**src/rtl/find_box_multi_mode.sv**
```systemverilog
// Motion bounding-box finder: accumulates the box of set pixels in a 1-bit mask stream,
// commits it at mask end-of-frame, and overlays it as a thick rectangle on an RGB565 stream.
module find_box_multi_mode #(
    parameter int          IMG_W     = 640,
    parameter int          IMG_H     = 480,
    parameter int          CNT_W     = 11,
    parameter int          PIX_W     = 20,
    parameter int          THICK     = 4,
    parameter int          MIN_PIX   = 64,
    parameter logic [15:0] BOX_COLOR = 16'hF800
) (
    input  logic             clk,
    input  logic             rst,
    input  logic             msk_vsync,
    input  logic             msk_href,
    input  logic             msk_clken,
    input  logic             msk_bit,
    input  logic             vid_vsync,
    input  logic             vid_href,
    input  logic             vid_clken,
    input  logic [15:0]      vid_data,
    input  logic [1:0]       mode,
    output logic             post_vsync,
    output logic             post_href,
    output logic             post_clken,
    output logic [15:0]      post_data,
    output logic [CNT_W-1:0] box_left,
    output logic [CNT_W-1:0] box_right,
    output logic [CNT_W-1:0] box_top,
    output logic [CNT_W-1:0] box_bottom,
    output logic             box_valid,
    output logic [PIX_W-1:0] box_pix_cnt,
    output logic             frame_done
);

    typedef enum logic [1:0] {WAIT_LOW, IDLE, ACCUM} state_t;

    localparam logic [CNT_W-1:0] CNT_MAX = '1;
    localparam logic [PIX_W-1:0] PIX_MAX = '1;
    localparam logic [CNT_W:0]   TM1     = (CNT_W+1)'(THICK - 1);

    // ---------------- mask stream position counters ----------------
    logic             m_vs_q, m_href_q;
    logic [CNT_W-1:0] m_h_q, m_v_q;

    // NOTE: sequential state uses non-blocking assignments so every register samples pre-edge values.
    always_ff @(posedge clk or posedge rst) begin
        if (rst) begin
            m_vs_q   <= 1'b0;
            m_href_q <= 1'b0;
            m_h_q    <= '0;
            m_v_q    <= '0;
        end else begin
            m_vs_q   <= msk_vsync;
            m_href_q <= msk_href;
            if (!msk_href)
                m_h_q <= '0;
            else if (msk_clken && m_h_q != CNT_MAX)
                m_h_q <= m_h_q + 1'b1;
            if (!msk_vsync)
                m_v_q <= '0;
            else if (m_href_q && !msk_href && m_v_q != CNT_MAX)
                m_v_q <= m_v_q + 1'b1;
        end
    end

    // ---------------- mask FSM and accumulators ----------------
    state_t           state_q, state_d;
    logic [CNT_W-1:0] top_q, top_d, bot_q, bot_d, left_q, left_d, right_q, right_d;
    logic [PIX_W-1:0] cnt_q, cnt_d;
    logic [CNT_W-1:0] box_left_q, box_left_d, box_right_q, box_right_d;
    logic [CNT_W-1:0] box_top_q, box_top_d, box_bottom_q, box_bottom_d;
    logic [PIX_W-1:0] box_cnt_q, box_cnt_d;
    logic             box_valid_q, box_valid_d, frame_done_q, frame_done_d;

    logic             m_pix, m_rise, m_fall, start, acc_en;
    logic [CNT_W-1:0] b_top, b_bot, b_left, b_right;
    logic [PIX_W-1:0] b_cnt;

    // NOTE: every always_comb output gets a default first, so no path can infer a latch.
    always_comb begin
        state_d      = state_q;
        box_left_d   = box_left_q;
        box_right_d  = box_right_q;
        box_top_d    = box_top_q;
        box_bottom_d = box_bottom_q;
        box_cnt_d    = box_cnt_q;
        box_valid_d  = box_valid_q;
        frame_done_d = 1'b0;

        m_pix  = msk_href & msk_clken & msk_bit;
        m_rise = msk_vsync & ~m_vs_q;
        m_fall = ~msk_vsync & m_vs_q;
        start  = (state_q == IDLE) && m_rise;
        acc_en = m_pix && (start || (state_q == ACCUM && msk_vsync));

        // A pixel in the rising-edge cycle is folded into freshly initialised accumulators.
        b_top   = start ? CNT_W'(IMG_H - 1) : top_q;
        b_bot   = start ? '0                : bot_q;
        b_left  = start ? CNT_W'(IMG_W - 1) : left_q;
        b_right = start ? '0                : right_q;
        b_cnt   = start ? '0                : cnt_q;

        top_d   = b_top;
        bot_d   = b_bot;
        left_d  = b_left;
        right_d = b_right;
        cnt_d   = b_cnt;
        if (acc_en) begin
            if (m_v_q < b_top)   top_d   = m_v_q;
            if (m_v_q > b_bot)   bot_d   = m_v_q;
            if (m_h_q < b_left)  left_d  = m_h_q;
            if (m_h_q > b_right) right_d = m_h_q;
            if (b_cnt != PIX_MAX) cnt_d  = b_cnt + 1'b1;
        end

        case (state_q)
            WAIT_LOW: if (!msk_vsync) state_d = IDLE;
            IDLE:     if (start) state_d = ACCUM;
            ACCUM: begin
                if (m_fall) begin
                    state_d      = IDLE;
                    box_left_d   = left_q;
                    box_right_d  = right_q;
                    box_top_d    = top_q;
                    box_bottom_d = bot_q;
                    box_cnt_d    = cnt_q;
                    box_valid_d  = (cnt_q >= PIX_W'(MIN_PIX));
                    frame_done_d = 1'b1;
                end
            end
            default: state_d = WAIT_LOW;
        endcase
    end

    always_ff @(posedge clk or posedge rst) begin
        if (rst) begin
            state_q      <= WAIT_LOW;
            top_q        <= '0;
            bot_q        <= '0;
            left_q       <= '0;
            right_q      <= '0;
            cnt_q        <= '0;
            box_left_q   <= '0;
            box_right_q  <= '0;
            box_top_q    <= '0;
            box_bottom_q <= '0;
            box_cnt_q    <= '0;
            box_valid_q  <= 1'b0;
            frame_done_q <= 1'b0;
        end else begin
            state_q      <= state_d;
            top_q        <= top_d;
            bot_q        <= bot_d;
            left_q       <= left_d;
            right_q      <= right_d;
            cnt_q        <= cnt_d;
            box_left_q   <= box_left_d;
            box_right_q  <= box_right_d;
            box_top_q    <= box_top_d;
            box_bottom_q <= box_bottom_d;
            box_cnt_q    <= box_cnt_d;
            box_valid_q  <= box_valid_d;
            frame_done_q <= frame_done_d;
        end
    end

    // ---------------- video stream counters and mode ----------------
    logic             v_vs_q, v_href_q;
    logic [CNT_W-1:0] v_h_q, v_v_q;
    logic [1:0]       mode_q;

    always_ff @(posedge clk or posedge rst) begin
        if (rst) begin
            v_vs_q   <= 1'b0;
            v_href_q <= 1'b0;
            v_h_q    <= '0;
            v_v_q    <= '0;
            mode_q   <= 2'd0;
        end else begin
            v_vs_q   <= vid_vsync;
            v_href_q <= vid_href;
            if (vid_vsync && !v_vs_q)
                mode_q <= mode;
            if (!vid_href)
                v_h_q <= '0;
            else if (vid_clken && v_h_q != CNT_MAX)
                v_h_q <= v_h_q + 1'b1;
            if (!vid_vsync)
                v_v_q <= '0;
            else if (v_href_q && !vid_href && v_v_q != CNT_MAX)
                v_v_q <= v_v_q + 1'b1;
        end
    end

    // ---------------- rectangle hit test and output pixel ----------------
    logic [CNT_W:0] ex, ey, el, er, eu, ed;
    logic           in_vband, in_hband, on_edge;
    logic [15:0]    base_pix, post_data_d;
    logic           post_vsync_q, post_href_q, post_clken_q;
    logic [15:0]    post_data_q;

    // One extra bit keeps R+THICK-1 and D+THICK-1 from wrapping near the counter limit.
    always_comb begin
        ex = {1'b0, v_h_q};
        ey = {1'b0, v_v_q};
        el = {1'b0, box_left_q};
        er = {1'b0, box_right_q};
        eu = {1'b0, box_top_q};
        ed = {1'b0, box_bottom_q};
        in_vband = ((ex >= el && ex <= el + TM1) || (ex >= er && ex <= er + TM1))
                   && ey >= eu && ey <= ed + TM1;
        in_hband = ((ey >= eu && ey <= eu + TM1) || (ey >= ed && ey <= ed + TM1))
                   && ex >= el && ex <= er + TM1;
        on_edge  = in_vband || in_hband;

        base_pix    = mode_q[1] ? {16{msk_bit}} : vid_data;
        post_data_d = 16'h0000;
        if (vid_href && vid_clken)
            post_data_d = (mode_q[0] && box_valid_q && on_edge) ? BOX_COLOR : base_pix;
    end

    always_ff @(posedge clk or posedge rst) begin
        if (rst) begin
            post_vsync_q <= 1'b0;
            post_href_q  <= 1'b0;
            post_clken_q <= 1'b0;
            post_data_q  <= '0;
        end else begin
            post_vsync_q <= vid_vsync;
            post_href_q  <= vid_href;
            post_clken_q <= vid_clken;
            post_data_q  <= post_data_d;
        end
    end

    assign post_vsync  = post_vsync_q;
    assign post_href   = post_href_q;
    assign post_clken  = post_clken_q;
    assign post_data   = post_data_q;
    assign box_left    = box_left_q;
    assign box_right   = box_right_q;
    assign box_top     = box_top_q;
    assign box_bottom  = box_bottom_q;
    assign box_valid   = box_valid_q;
    assign box_pix_cnt = box_cnt_q;
    assign frame_done  = frame_done_q;

endmodule
```
**config.mk**
```make
export PLATFORM = sky130hd
export DESIGN_NAME = find_box_multi_mode
export DESIGN_NICKNAME = d
export VERILOG_FILES = /design/src/rtl/find_box_multi_mode.sv
export SDC_FILE = /design/constraint.sdc
export NUM_CORES = 1
export LEC_CHECK = 0
export CORE_UTILIZATION = 60
export DETAILED_ROUTE_END_ITERATION = 10
export DONT_BUFFER_PORTS = 1
export PLACE_DENSITY = 0.76
export SLEW_MARGIN = 0
export SYNTH_ARGS = -nofsm -noshare
export SYNTH_HDL_FRONTEND = slang
export SYNTH_SLANG_ARGS = --single-unit
```
**constraint.sdc**
```tcl
create_clock -name clk -period 8.4 [get_ports clk]
set_input_delay 1.26 -clock clk [delete_from_list [all_inputs] [get_ports clk]]
set_output_delay 1.26 -clock clk [all_outputs]
set_load 0.05 [all_outputs]
```
==> impl_metrics.yaml <==
status:
  outcome: "finished, final reports clean"
cells_and_area:
  finalNonFillerCells: 1534
  postLayoutCoreUtil: 0.6580
  fillers: 1536
  finalNetCount: 1422
  area_delta_synth_final_pct: 6.392
  mostFrequentLayoutCell: "dfrtp_1"
  layout_common_cells: "dfrtp_1, ha_1, nand2_1, o21ai_0, inv_1"
  final_layout_size_suffix_gt1_frac: 0.05437
  antennaDiodeCount: 0
sta:
  finalSetupViolCount: 0
  slew_headroom: 0.3413
  worstMarginPinSlew_ns: 0.9881
  period_needed_ns: 4.228
  rsz0062_at_grt: "false"
  period_share: 0.5033
  max_freq_mhz: 236.5
  slew_violations: 0
  setup_tns_ns: 0
  fin_worst_skew_ns: 0.008434
  hold_viol: 0
pwr:
  p_leak_nw: 6.023
  cellPowerDensity_nw_per_um2: 246.7
  p_total_mw: 3.200
  peakVddDrop_v: 0.0001478
drt:
  drt_wl_total_um: 27820
  drtAntennaViolNets: 0
  vias: 9456
  drtPass1Iterations: 7
  wl_per_cell_um: 18.13
  drc_errors: 0
  drtIter0Drc: 570
  vias_per_cell: 6.164
clocking:
  htreeDepth: 4
  clk_path_buf_depth: 2
  cts-resized-gates: 0
  postCtsSetupBuffers: 0
  root_buffer: "clkbuf_16"
  clk_pin_slew_worst_paths_ns: 0.07
  cts_hold_buf: 0
  tritoncts: "done"
  cts.sinks: 199
  clock_latency_ns: 0.44
  cts_buffers: 17
global_route:
  grt_max_degree: 123
  grt_overflow: 0
  grt_pass1_vias: 9067
  track_usage: 0.2813
  grt_antenna_before_repair: 0
  grt_pass1_wl_um: 45690
min_path:
  hold_class: "reg2reg"
worst_setup_path:
  crit_arrival_ns: 4.49
  crit_fanout: 16
  crit_path_start_kind: "register"
  critPathKind: "reg2reg"
  cp.required_ns: 8.66
  cp-end-kind: "register"
synthesis:
  syn_inst: 1274
  syn_avg_cell_area_um2: 9.572
  synth_edf_count: 0
  ys_seq_area_frac: 0.4084
  synth_flop_cell: "dfrtp_1"
  synth_seq_cells: 199
  synthArstFlopShare: 1.000
  synth_fp_nets: 1440
  yosys_warnings: 0
  yosys.cell_types.count: 63
  synth_area_um2: 12190
floorplan:
  io_pins: 112
  row_count: 51
  initial_core_util: 0.6184
  die_h_um: 144.6
  core_um2: 19720
  die_w_um: 144.6
  die_area_um2: 20900
placed_design:
  port_buffers: 0
  place_inst: 1502
  dpl.hpwl_um: 20090
  gp_congestion: 0.8964
flow_run:
  drv_cap: 0
==> state kept, by name, indices dropped and copies added, names as in the netlist, 2 cells and up <==
signal	count
box_pix_cnt	20
cnt_q	20
post_data	16
bot_q	11
box_bottom	11
box_left	11
box_right	11
box_top	11
left_q	11
m_h_q	11
m_v_q	11
right_q	11
top_q	11
v_h_q	11
v_v_q	11
mode_q	2
state_q	2
==> cell type report <==
class | instances | area [µm²] | area share
well taps | 265 | 331.6 | 0.02556
flip-flops and latches | 199 | 4980 | 0.3838
clock buffers | 17 | 425.4 | 0.03279
clock inverters | 15 | 143.9 | 0.01109
multi-input cells | 938 | 6699 | 0.5163
inverters | 97 | 371.6 | 0.02864
repair buffers | 3 | 22.52 | 0.001736
==> Yosys cell counts (4+ instances only) <==
master     number  area share
o31ai_1        19       0.012
o2111ai_1       4      0.0029
o32a_1          8      0.0066
nor3_1         20      0.0082
ha_1          139        0.14
clkbuf_1       27      0.0083
o21ai_0       103       0.042
mux2_2         23       0.021
a21o_1         22       0.014
a21boi_0       12      0.0074
and3_1         26       0.013
nor2_1         56       0.017
o21a_1          7      0.0043
o311ai_0       17       0.012
nand4_1        29       0.015
nor4_1          8      0.0041
nand3_1        40       0.016
mux2i_1         5      0.0041
inv_1          97       0.030
a31oi_1         6      0.0031
and2_1         29       0.015
a2bb2oi_1       9      0.0065
nor2b_1        20       0.010
a211oi_1       11      0.0068
xnor2_1        59       0.042
a21oi_1        50       0.021
or3_1          17      0.0087
and4_1          5      0.0036
xor2_1         17       0.012
buf_1          11      0.0034
nand2_1       125       0.038
nand2b_1        8      0.0041
o211ai_1        7      0.0043
dfrtp_1       199        0.41
==> logic make-up (layout without fill, tap and decap cells) <==
kind of cell               after synthesis  count (layout)  share of synthesized area
xor gates and xnor gates                76              76                    0.05459
and+or+nand+nor                        394             394                     0.1615
AOI/OAI and AO/OA                      301             301                     0.1647
adders and majority gates              139             139                     0.1426
DFF                                    199             199                     0.4084
muxes                                   28              28                    0.02534
buffers and inverters                  137             132                    0.04289
==> layer usage <==
metal | vias up | wire (µm) | GRT usage
met4 | 0 | 457 | 0.08033
met3 | 40 | 1868 | 0.06523
met1 | 4573 | 12860 | 0.3897
li1 | 4531 | - | -
met2 | 312 | 12640 | 0.4393
met5 | - | 0 | 0
==> critical path, stage by stage (launching register included) <==
cell      delay, ns
dfrtp_1        0.78
inv_1          0.20
a211oi_1       0.52
nand3_1        0.16
xnor2_1        0.19
ha_1           0.30
and3_1         0.16
nand3_1        0.10
a21oi_1        0.16
nor4_1         0.07
a311oi_1       0.29
o32ai_1        0.15
a22oi_1        0.77
a31oi_1        0.19
==> stage by stage <==
step	area (µm²)	setup slack, ns	hold slack, ns
finish	12970	4.172	0.4916
global route	12970	3.792	0.5248
CTS	12970	4.161	0.4882
detailed placement	12400	4.053	0.4758
global placement	12400	4.177	0.4854
floorplan	12190	1.714	0.4497
==> report_power, final <==
group          internal, mW  switching, mW  total, mW
registers              1.07          0.564       1.64
clock network         0.415          0.383      0.798
logic                 0.322          0.442      0.764
==> path summary, 6_finish.rpt <==
kind	from	end	slack [ns]	cells past startpoint
worst max-delay path	box_right[6]	post_data[15]	4.17	13
worst min-delay path	bot_q[3]	box_bottom[3]	0.49	2
worst max register to register	box_right[6]	post_data[15]	4.17	13
worst min register to register	bot_q[3]	box_bottom[3]	0.49	2
max in group asynchronous	rst	box_pix_cnt[0]	6.11	2
min in group asynchronous	rst	v_v_q[6]	0.81	1
No activity file was read; power rests on OpenSTA's default activity.
